File: src/rtl/sha256_mem_host.sv
// sha256_mem_host
// Host-side controller for a shared-memory SHA-256 engine. A message arrives
// as a valid/ready stream of 32-bit words and is written into word-addressed
// RAM at INPUT_ADDR. The engine is then started and the host waits for its
// done level to fall and rise again. The 8 hash words are read back from
// HASH_ADDR and streamed out, H0 first.
//
// Ports
//   clk, rst_n           clock, asynchronous active-low reset
//   msg_valid/msg_data   message word stream in; msg_ready = host accepts
//   hash_valid/hash_data hash word stream out; hash_last marks the 8th word,
//   hash_ready           sink handshake
//   sha_start            one-cycle start pulse to the engine
//   sha_input_addr       constant INPUT_ADDR for the engine
//   sha_hash_addr        constant HASH_ADDR for the engine
//   sha_done             engine done level (high while engine idle)
//   mem_sel              1 = engine owns the RAM port, 0 = host owns it
//   mem_we/mem_addr/     host RAM write port
//   mem_write_data
//   mem_read_data        RAM read data, one cycle after the address
//   busy                 controller not idle
//   error                engine timed out; cleared by clear
//   clear                leaves ERROR, ignored in every other state

module sha256_mem_host #(
    parameter int unsigned NUM_OF_WORDS   = 40,
    parameter logic [15:0] INPUT_ADDR     = 16'h0000,
    parameter logic [15:0] HASH_ADDR      = 16'h0100,
    parameter int unsigned TIMEOUT_CYCLES = 4096
) (
    input  logic        clk,
    input  logic        rst_n,
    input  logic        msg_valid,
    input  logic [31:0] msg_data,
    output logic        msg_ready,
    output logic        hash_valid,
    output logic [31:0] hash_data,
    output logic        hash_last,
    input  logic        hash_ready,
    output logic        sha_start,
    output logic [15:0] sha_input_addr,
    output logic [15:0] sha_hash_addr,
    input  logic        sha_done,
    output logic        mem_sel,
    output logic        mem_we,
    output logic [15:0] mem_addr,
    output logic [31:0] mem_write_data,
    input  logic [31:0] mem_read_data,
    output logic        busy,
    output logic        error,
    input  logic        clear
);

    localparam int CNT_W = $clog2(NUM_OF_WORDS + 1);
    localparam int TMO_W = $clog2(TIMEOUT_CYCLES) + 1;

    localparam logic [CNT_W-1:0] LAST_WORD = CNT_W'(NUM_OF_WORDS - 1);
    // The wait ends on the cycle where tmo would step to TIMEOUT_CYCLES, so
    // exactly TIMEOUT_CYCLES cycles are spent in WAIT_LOW plus WAIT_HIGH.
    localparam logic [TMO_W-1:0] TMO_LAST  = TMO_W'(TIMEOUT_CYCLES - 1);

    typedef enum logic [2:0] {
        S_IDLE,
        S_LOAD,
        S_START,
        S_WAIT_LOW,
        S_WAIT_HIGH,
        S_FETCH,
        S_OUT,
        S_ERROR
    } state_t;

    state_t           state, state_next;
    logic [CNT_W-1:0] cnt, cnt_next;
    logic [TMO_W-1:0] tmo, tmo_next;
    logic [3:0]       fetch_cnt, fetch_cnt_next;
    logic [2:0]       idx, idx_next;
    logic [31:0]      hash_buf [8];

    assign sha_input_addr = INPUT_ADDR;
    assign sha_hash_addr  = HASH_ADDR;
    assign busy           = (state != S_IDLE);

    // NOTE: sequential state is updated with non-blocking assignments so every
    // register samples the pre-edge values regardless of process ordering.
    always_ff @(posedge clk or negedge rst_n) begin
        if (!rst_n) begin
            state     <= S_IDLE;
            cnt       <= '0;
            tmo       <= '0;
            fetch_cnt <= '0;
            idx       <= '0;
        end else begin
            state     <= state_next;
            cnt       <= cnt_next;
            tmo       <= tmo_next;
            fetch_cnt <= fetch_cnt_next;
            idx       <= idx_next;
        end
    end

    // FETCH cycle k (1..8) sees the read data for the address driven in
    // cycle k-1, so it lands in slot k-1.
    // NOTE: the hash buffer is plain storage with no reset; it is always
    // rewritten before OUT reads it, and hash_data is forced to 0 outside OUT.
    always_ff @(posedge clk) begin
        if (state == S_FETCH && fetch_cnt != 4'd0) begin
            hash_buf[3'(fetch_cnt - 4'd1)] <= mem_read_data;
        end
    end

    // NOTE: every signal written here gets a default first, so no path
    // through the case leaves one unassigned and no latch is inferred.
    always_comb begin
        state_next     = state;
        cnt_next       = cnt;
        tmo_next       = tmo;
        fetch_cnt_next = fetch_cnt;
        idx_next       = idx;
        msg_ready      = 1'b0;
        hash_valid     = 1'b0;
        hash_data      = 32'h0;
        hash_last      = 1'b0;
        sha_start      = 1'b0;
        mem_sel        = 1'b0;
        mem_we         = 1'b0;
        mem_addr       = 16'h0;
        mem_write_data = 32'h0;
        error          = 1'b0;

        case (state)
            S_IDLE, S_LOAD: begin
                msg_ready = 1'b1;
                if (msg_valid) begin
                    // The write goes out in the accepting cycle itself.
                    mem_we         = 1'b1;
                    mem_addr       = INPUT_ADDR + 16'(cnt);
                    mem_write_data = msg_data;
                    if (cnt == LAST_WORD) begin
                        state_next = S_START;
                        cnt_next   = '0;
                    end else begin
                        state_next = S_LOAD;
                        cnt_next   = cnt + 1'b1;
                    end
                end
            end

            S_START: begin
                sha_start  = 1'b1;
                mem_sel    = 1'b1;
                tmo_next   = '0;
                state_next = S_WAIT_LOW;
            end

            // done is still high from the idle engine when we get here;
            // only its fall proves the engine picked up the start pulse.
            S_WAIT_LOW: begin
                mem_sel  = 1'b1;
                tmo_next = tmo + 1'b1;
                if (!sha_done) begin
                    state_next = S_WAIT_HIGH;
                end else if (tmo >= TMO_LAST) begin
                    state_next = S_ERROR;
                end
            end

            // done is tested before the timeout, so a finish on the last
            // allowed cycle still counts as success.
            S_WAIT_HIGH: begin
                mem_sel  = 1'b1;
                tmo_next = tmo + 1'b1;
                if (sha_done) begin
                    state_next     = S_FETCH;
                    fetch_cnt_next = '0;
                end else if (tmo >= TMO_LAST) begin
                    state_next = S_ERROR;
                end
            end

            S_FETCH: begin
                if (!fetch_cnt[3]) begin
                    mem_addr = HASH_ADDR + 16'(fetch_cnt);
                end
                if (fetch_cnt == 4'd8) begin
                    state_next     = S_OUT;
                    fetch_cnt_next = '0;
                    idx_next       = '0;
                end else begin
                    fetch_cnt_next = fetch_cnt + 4'd1;
                end
            end

            S_OUT: begin
                hash_valid = 1'b1;
                hash_data  = hash_buf[idx];
                hash_last  = (idx == 3'd7);
                if (hash_ready) begin
                    idx_next = idx + 1'b1;
                    if (idx == 3'd7) begin
                        state_next = S_IDLE;
                    end
                end
            end

            S_ERROR: begin
                error = 1'b1;
                if (clear) begin
                    state_next = S_IDLE;
                    cnt_next   = '0;
                    tmo_next   = '0;
                end
            end

            default: state_next = S_IDLE;
        endcase
    end

endmodule
File: config.mk
export PLATFORM = sky130hd
export DESIGN_NAME = sha256_mem_host
export DESIGN_NICKNAME = d
export VERILOG_FILES = /design/src/rtl/sha256_mem_host.sv
export SDC_FILE = /design/constraint.sdc
export NUM_CORES = 1
export LEC_CHECK = 0
export BUFFER_PORTS_ARGS = -buffer_cell sky130_fd_sc_hd__buf_2
export CORE_MARGIN = 3
export CORE_UTILIZATION = 40
export CTS_BUF_LIST = sky130_fd_sc_hd__clkbuf_2
export DETAILED_ROUTE_END_ITERATION = 10
export PLACE_DENSITY = 0.68
export SLEW_MARGIN = 15
export SYNTH_ARGS = -nofsm -noshare
export SYNTH_HDL_FRONTEND = slang
export SYNTH_SLANG_ARGS = --single-unit
File: constraint.sdc
create_clock -name clk -period 11.3 [get_ports clk]
set_input_delay 1.13 -clock clk [delete_from_list [all_inputs] [get_ports clk]]
set_output_delay 1.13 -clock clk [all_outputs]
set_load 0.05 [all_outputs]
==> flow_results.org, run 1 <==
** Timing
- The number of pins with negative max-slew slack in the final report came to 0.
- The worst pin sits at a relative slew slack of 33.7%.
- At the pin with the least slew margin, the transition time is 0.990 ns.
- Final Critical Period :: 4.71 ns
- Across the routed clock network, the largest skew measured is 0.0621 ns.
- Slack of the critical path :: 6.59 ns
- Setup repair after global routing missed its margin :: no
- Setup violations remaining at the end of the flow were counted as 0.
- Hold is met by 0.338 ns.
- Fmax achieved :: 212 MHz
- Setup TNS :: 0 ns
- Fin crit share :: 41.7%
- Final hold violation count :: 0

** Worst setup path
- The critical path goes through nand3b_2 > inv_1 > and2_1 > buf_2.
- Critical-path top delay cell :: sky130_fd_sc_hd__dfrtp_1
- The worst setup path is captured at an output pin.
- For the worst flop-to-flop path, the logic depth is 4.
- STA puts the critical path data required time at 10.17 ns.
- Buffers & Inverters on Critical Path :: 2
- Minimum setup slack among reg-to-reg paths :: 8.17 ns
- Largest stage delay on the critical path :: 0.93 ns
- Worst Setup Path Type :: reg -> out
- Of all nets on the critical path, the largest fanout is 34.
- STA puts the critical path data arrival time at 3.58 ns.
- Kind of cell adding the most delay to the critical path :: simple AND/OR/NAND/NOR gates
- Logic depth of the worst path, buffers included :: 4
- STA classifies the critical path startpoint as a flip-flop.

** Synthesis
- Adder-cell share of the synthesized area :: 0.613%
- Of the total synthesized cell area, the portion taken by AND, OR, NAND and NOR gates is 7.35%.
- In this run, synthesis produced a sequential element count of 285.
- Number of library cell types mapped by synthesis :: 61
- Compound-cell area share of the yosys netlist :: 3.76%
- Counting every instance in the synthesized netlist gives 720.
- The synthesized netlist occupies a cell area of 0.0122 sq mm.
- Fraction of registers with async set/reset :: 10.2%
- For this run, the leading register cell type out of synthesis is sky130_fd_sc_hd__edfxtp_1.
- Multiplexer area fraction after synthesis :: 14.9%
- Xor and xnor area share after synthesis :: 0.215%
- EDFF count, synth :: 256
- The share of the Yosys chip area taken by registers is 68.7%.
- The Yosys step of the flow raised 0 warnings.
- After synthesis, the mean cell area works out to 17.0 sq um.
- Largest family of logic cells by synthesized area :: multiplexers

** Global routing
- Number of antenna violations at the first check in global routing :: 4
- Global-route wire length before repair :: 39.9 mm
- The number of global-route vias before repair came to 7133.
- For this run, global-route usage on met3 was measured as 4.05%.
- GR Layer Usage met1 :: 20.4%
- Global-route layer with the greatest usage :: met2
- Global routing usage summed across all routing layers :: 15.6%
- Met2 usage :: 25.3%
- Entering global routing, the biggest net connects 67 pins.
- Gr ovfl total :: 0

** CTS
- The number of clock buffers added by TritonCTS is 75.
- The root buffer cell chosen for the clock tree is sky130_fd_sc_hd__clkbuf_2.
- The clock net in this run drives a total of 285 sinks.
- The H-tree was split into 3 levels.
- In this run, post-CTS repair resized a total of 0 instances.
- Hold repair after CTS inserted 0 buffers.
- Clock-pin slew was measured on the worst setup and hold paths at 0.11 ns.
- Post-CTS Setup Inserts :: 0
- TritonCTS built the clock tree.
- Largest buffer count on any clock path :: 3
- Clock latency on the worst-skew pair, taken at its later pin, is 0.82 ns.

** Detailed routing
- The detail route stage leaves a number of antenna-violating nets equal to 0.
- DRC violation total after the first TritonRoute iteration :: 484
- Mean routed wirelength per cell :: 18.7 um
- First-pass iteration count of the detailed router :: 6
- The routed layout has 6931 vias.
- Residual DRC :: 0
- Summed over all layers, the routed wires come to 25.4 mm.
- Vias per inst :: 5.11

** Power and ir drop
- Leakage power total :: 5.08 nW
- Power spread over the standard cell area amounts to 200 mW/mm^2.
- Peak VDD IR :: 0.0830 mV
- Post-route total power :: 2.79 mW

** Floorplanning
- Once the floorplan was initialized, standard cells occupied 41.0% of the core.
- The floorplan step set the die height to 181 um.
- The die is 181 um wide.
- IO Pins :: 190
- Standard cell core area :: 0.0299 sq mm
- The floorplan has 63 rows.
- The die covers 0.0327 sq mm.

** Layout
- FF/Latch Area :: 0.00842 sq mm
- In the layout the commonest cells are sky130_fd_sc_hd__edfxtp_1, sky130_fd_sc_hd__buf_2, sky130_fd_sc_hd__clkbuf_2, sky130_fd_sc_hd__mux4_2.
- After filler insertion, the fill cell instance count of the layout stands at 2622.
- In the final design database the tool counted 991 nets.
- Number of non-filler instances in the completed layout :: 1356
- The area growth from synthesis to layout is 14.0%.
- Commonest non-fill, non-tap cell in the layout :: sky130_fd_sc_hd__edfxtp_1
- The multi-input combinational cells in the finished layout cover a total of 0.00349 sq mm.
- The post-route netlist has 37.6% of its cells at a drive strength greater than 1.

** Run
- Max-capacitance violation count :: 0

** Placement
- Post-Place Setup Slack :: 7.37 ns
- Post-placement cell count :: 1228
- Total of buffers placed on input and output ports :: 148
- DP Wirelength :: 14.3 mm
- At the end of routability-driven placement, the weighted congestion stood at 0.751.

** Status
- Outcome :: completed

** Worst hold path
- Tightest Hold Check Type :: in -> async
[area by class of cell]
type / instances / area share (%)
clock inverters: 19 / 0.942
well taps: 390 / 3.50
flip-flops and latches: 285 / 60.4
multi-input cells: 381 / 25.0
inverters: 11 / 0.296
clock buffers: 108 / 3.88
repair buffers: 161 / 6.01
diodes: 1 / 0.0179
[worst paths after layout]
kind                                from        end
max in group asynchronous          rst_n     idx[0]
worst max register to register  state[2]   state[1]
worst min register to register    cnt[5]     cnt[5]
worst min-delay path               rst_n     idx[1]
worst max-delay path            state[2]  hash_last
min in group clk                  cnt[5]     cnt[5]
[state kept, by name, summed over array words and instances, names as in the netlist]
register and cells:
hash_buf 256, idx 3, tmo 13, cnt 6, state 3, fetch_cnt 4
[worst reg2reg max path, stage by stage (launching register included)]
cell and delay (ns):
sky130_fd_sc_hd__dfrtp_1 0.93, sky130_fd_sc_hd__nand3b_2 0.91, sky130_fd_sc_hd__a21oi_1 0.63, sky130_fd_sc_hd__a2111oi_0 0.13, sky130_fd_sc_hd__a2111oi_1 0.40
[power by group]
part	total, mW	internal, mW	switching, mW	leakage (nW)
Combinational	0.807	0.332	0.474	1.90
Sequential	1.30	1.20	0.0992	2.67
Clock	0.690	0.284	0.406	0.511
Total	2.79	1.81	0.980	5.08
[layer usage]
metal  vias up  share of wire, %  wire, um
li1       3190                 -         -
met4         6               1.4       359
met1      3456                42     10700
met3        34               7.0      1780
met2       245                49     12500
met5         -              0.17        42
[kinds of logic (layout without fill, tap and decap cells)]
group / count (synthesis) / after routing
adders and majority gates: 6 / 6
other: 2 / 42
AOI/OAI and AO/OA: 67 / 67
and+or+nand+nor: 163 / 163
xor gates and xnor gates: 3 / 3
DFF: 285 / 285
buffers and inverters: 93 / 299
muxes: 101 / 101
[cells in the mapped netlist, drive strengths merged (5+ instances only)]
master    n  area (sq um)
dfrtp    29           726
a21oi    16          83.8
or4       6          45.0
buf      59           409
nor3      9          45.0
o21ai    12          60.1
clkbuf   23          87.6
and2     37           231
nor2     43           161
mux4     64          1440
nand2    16          60.1
ha        6          75.1
nand3     9          45.0
o31ai     7          52.6
inv      11          41.3
edfxtp  256          7690
mux2i    35           350
nand4     9          56.3
or3       5          31.3
[stage by stage]
step	area (sq um)	utilization, %
2_1_floorplan	12400	-
3_3_place_gp	13300	44.4
3_5_place_dp	13300	44.4
4_1_cts	13900	46.7
5_1_grt	13900	46.7
6_report	13900	46.7
Power figures use the tool's default switching activity.
==> inputs of run 2 (changes only) <==
--- a/config.mk
+++ b/config.mk
@@ -10,7 +10,7 @@
 export CORE_UTILIZATION = 40
 export CTS_BUF_LIST = sky130_fd_sc_hd__clkbuf_2
 export DETAILED_ROUTE_END_ITERATION = 10
-export PLACE_DENSITY = 0.68
+export PLACE_DENSITY = 0.7
 export SLEW_MARGIN = 15
 export SYNTH_ARGS = -nofsm -noshare
 export SYNTH_HDL_FRONTEND = slang
==> constraint.sdc (replaced) <==
create_clock -name clk -period 3.9 [get_ports clk]
set_input_delay 0.39 -clock clk [delete_from_list [all_inputs] [get_ports clk]]
set_output_delay 0.39 -clock clk [all_outputs]
set_load 0.05 [all_outputs]
==> flow_results.org, run 2 (same netlist as run 1, synthesis figures left out) <==
** Worst setup path
- Critical Path, Cell by Cell :: nand3b_2 > buf_4 > nor2_1 > buf_2 (was nand3b_2 > inv_1 > and2_1 > buf_2)
- The worst reg2reg path depth was 5 (was 4).
- The reg2reg setup slack came to 0.86 ns (was 8.17 ns).
- The critical register-to-register path startpoint is fetch_cnt[0] (was state[2]).
- The end of the worst register-to-register path is hash_buf[5][3] (was state[1]).
- The total stage count of the critical path is 4 (unchanged).
- Buffers & Inverters on Critical Path :: 2 (unchanged)
- Worst path required time :: 3.51 ns (was 10.17 ns)
- The cell type of the slowest stage on the worst timing path was sky130_fd_sc_hd__dfrtp_1 (unchanged).
- The type of element capturing the critical path is an output pin (unchanged).
- Max FO, Critical Path :: 27 (was 34)
- The endpoint arrival time on the critical path is 3.17 ns (was 3.58 ns).
- Startpoint of the most critical setup path :: state[2] (unchanged)
- The endpoint of the worst setup timing path was hash_data[7] (was hash_last).
- The type of origin of the critical path is a flip-flop (unchanged).
- Largest stage delay on the critical path :: 0.96 ns (was 0.93 ns)
- The family with the most delay on the worst path was flip-flops (was simple AND/OR/NAND/NOR gates).
- The critical path class is reg -> out (unchanged).

** Global routing
- Global routing usage summed across all routing layers :: 15.4% (was 15.6%)
- The number of global-route vias before repair is 7353 (was 7133).
- Gr ovfl total :: 0 (unchanged)
- The largest net degree at the start of global routing came to 67 (unchanged).
- The initial antenna violation count is 3 (was 4).
- Global-route wire length before repair :: 39.8 mm (was 39.9 mm)

** CTS
- The number of gates resized after CTS is 0 (unchanged).
- The number of buffers inserted for hold repair after clock tree synthesis was 37 (was 0).
- The number of sinks handled by clock tree synthesis came to 285 (unchanged).
- Clock latency on the worst-skew pair :: 0.88 ns (was 0.82 ns)
- The TritonCTS clock tree was done (unchanged).
- Largest buffer count on any clock path :: 3 (unchanged)
- The clock slew seen by the registers of the worst setup and hold paths came to 0.10 ns (was 0.11 ns).
- Number of levels in the clock H-tree :: 3 (unchanged)
- Root buffer selected by CTS :: sky130_fd_sc_hd__clkbuf_2 (unchanged)
- The TritonCTS buffer count was 69 (was 75).
- The post-CTS setup buffer count was 0 (unchanged).

** Detailed routing
- The count of routing violations after the opening detailed-route iteration was 446 (was 484).
- Detailed-routing wirelength on met1 :: 10.8 mm (was 10.7 mm)
- Highest metal used :: met4 (was met5)
- Residual DRC :: 0 (unchanged)
- The length of routed met3 wiring was 1.56 mm (was 1.78 mm).
- The met2 wire length came to 12.6 mm (was 12.5 mm).
- Mean routed wirelength per cell :: 18.2 um (was 18.7 um)
- First-pass iteration count of the detailed router :: 5 (was 6)
- Final Routed Wirelength :: 25.3 mm (was 25.4 mm)
- The total vias in the final route came to 7015 (was 6931).
- Antenna-violating nets left :: 0 (unchanged)
- Vias per inst :: 5.05 (was 5.11)

** Power and ir drop
- P per Cell Area :: 563 mW/mm^2 (was 200 mW/mm^2)
- The leakage power summed over all cells came to 5.22 nW (was 5.08 nW).
- Combinational Power Share :: 29.3% (was 28.9%)
- The sequential fraction of design power came to 47.7% (was 46.4%).
- Total internal power :: 5.16 mW (was 1.81 mW)
- Net switching share of the total power :: 36.1% (was 35.1%)
- Clock power share :: 23.0% (was 24.7%)
- The power dissipated by switching net loads is 2.91 mW (was 980 uW).
- The largest voltage drop on the vdd net came to 0.272 mV (was 0.0830 mV).

** Layout
- The final core utilization came to 48.1% (was 46.7%).
- Commonest non-fill, non-tap cell in the layout :: sky130_fd_sc_hd__edfxtp_1 (unchanged)
- Largest register FFs :: 256 (unchanged)
- Top library cells by usage in the layout, fill and taps aside: sky130_fd_sc_hd__edfxtp_1, sky130_fd_sc_hd__buf_2, sky130_fd_sc_hd__clkbuf_2, sky130_fd_sc_hd__mux4_2 (unchanged).
- Signed area change from the synthesized netlist to the final layout :: 17.3% (was 14.0%)
- The top register by number of flip-flops is hash_buf (unchanged).
- Ratio of cells with drive above 1 in the final layout :: 35.3% (was 37.6%)
- Leading registers by flop count: hash_buf: 256 flops, tmo: 13 flops, cnt: 6 flops (unchanged).
- The fill cell total of the finished layout came to 2560 (was 2622).
- Final #Nets :: 1023 (was 991)

** Timing
- Clock tree skew after final layout :: 0.121 ns (was 0.0621 ns)
- The number of pins with negative max-slew slack in the final report is 0 (unchanged).
- Setup-failing EPs final :: 0 (unchanged)
- Setup repair after global routing missed its margin :: no (unchanged)
- Setup TNS :: 0 ns (unchanged)
- The count of endpoints failing hold in the final timing report was 0 (unchanged).
- Fin crit share :: 91.4%
- The actual slew at the worst max-slew pin is 0.980 ns (was 0.990 ns).
- Fmax achieved :: 281 MHz
- Final Critical Period :: 3.56 ns
- The headroom to the max-slew limit came to 34.6% (was 33.7%).
- The minimum hold slack came to 0.161 ns (was 0.338 ns).
- Slack of the critical path :: 0.337 ns (was 6.59 ns)

** Floorplanning
- Initial cell density of the core :: 41.0% (unchanged)
- IO Pins :: 190 (unchanged)
- Area enclosed by the die boundary :: 0.0327 sq mm (unchanged)
- The standard-cell row count came to 63 (unchanged).
- The area of the core region is 0.0299 sq mm (unchanged).
- Y dimension of the die :: 181 um (unchanged)
- The die width was 181 um (unchanged).

** Status
- Outcome :: completed (unchanged)

** Placement
- The placed wire-length estimate after detailed placement was 14.7 mm (was 14.3 mm).
- The post-place setup slack is 0.852 ns (was 7.37 ns).
- The placer congestion estimate was 0.749 (was 0.751).
- Total of buffers placed on input and output ports :: 148 (unchanged)

** Run
- The max-capacitance violation count was 0 (unchanged).

** Worst hold path
- Tightest Hold Check Type :: in -> async (unchanged)
run 2: changes by cell type in the layout (fill, tap and decap cells not counted), moves of 3 or more:
cell | before | now
sky130_fd_sc_hd__dlygate4sd3_1 | 0 | 37
sky130_fd_sc_hd__buf_12 | 0 | 4
sky130_fd_sc_hd__nor3_2 | 4 | 0
sky130_fd_sc_hd__buf_4 | 13 | 10
sky130_fd_sc_hd__nor3_4 | 0 | 4
sky130_fd_sc_hd__clkbuf_2 | 108 | 96
sky130_fd_sc_hd__clkinvlp_4 | 0 | 3
sky130_fd_sc_hd__clkinv_1 | 11 | 16
run 2: worst min path at each step:
stage | start | to | slack, ns | cells after the start
4_1_cts | msg_valid | state[0] | 0.06 | 4
6_report | rst_n | tmo[5] | 0.16 | 2
3_5_place_dp | rst_n | tmo[9] | 0.47 | 1
5_1_grt | rst_n | idx[1] | 0.08 | 2
3_3_place_gp | rst_n | tmo[8] | 0.48 | 1
2_1_floorplan | rst_n | cnt[0] | 0.09 | 0
run 2: layout make-up:
| class | instances | area (sq um) | area share [%] |
|---|---|---|---|
| timing repair buffer | 199 | 1270 | 8.82 |
| multi-input combinational | 381 | 3530 | 24.6 |
| tap | 390 | 488 | 3.40 |
| sequential | 285 | 8420 | 58.7 |
| clock buffer | 96 | 480 | 3.35 |
| clock inverter | 24 | 123 | 0.854 |
| antenna | 3 | 7.51 | 0.0523 |
| inverter | 11 | 41.3 | 0.288 |
run 2: per-stage QoR:
| stage | total power [mW] | area [sq um] | instances |
|---|---|---|---|
| final | 8.08 | 14400 | 1389 |
| after global routing | 8.56 | 14400 | 1389 |
| after CTS | 8.19 | 14300 | 1386 |
| after detailed placement | 6.29 | 13400 | 1229 |
| after global placement | 6.25 | 13400 | 1229 |
| after floorplan | 5.75 | 12400 | 759 |
run 2: power by group through the flow:
stage               logic [mW]  clock network (mW)  registers, mW
floorplan                 2.13                   0           3.62
global placement          2.33                   0           3.92
detailed placement        2.36                   0           3.93
CTS                       2.40                1.93           3.86
global route              2.56                2.09           3.91
finish                    2.37                1.86           3.85
run 2: worst register-to-register path, cell delays in order, from the launching register on:
cell and delay [ns]:
sky130_fd_sc_hd__dfrtp_1 0.67, sky130_fd_sc_hd__inv_1 0.15, sky130_fd_sc_hd__ha_1 0.56, sky130_fd_sc_hd__nand4_1 0.49, sky130_fd_sc_hd__nor3_4 0.31, sky130_fd_sc_hd__buf_4 0.49
run 2: layer usage:
| metal | vias to the layer above | GRT usage [%] |
|---|---|---|
| met1 | 3498 | 20.4 |
| met4 | 0 | 4.24 |
| met5 | - | 0 |
| li1 | 3261 | - |
| met2 | 226 | 25.2 |
| met3 | 30 | 4.23 |
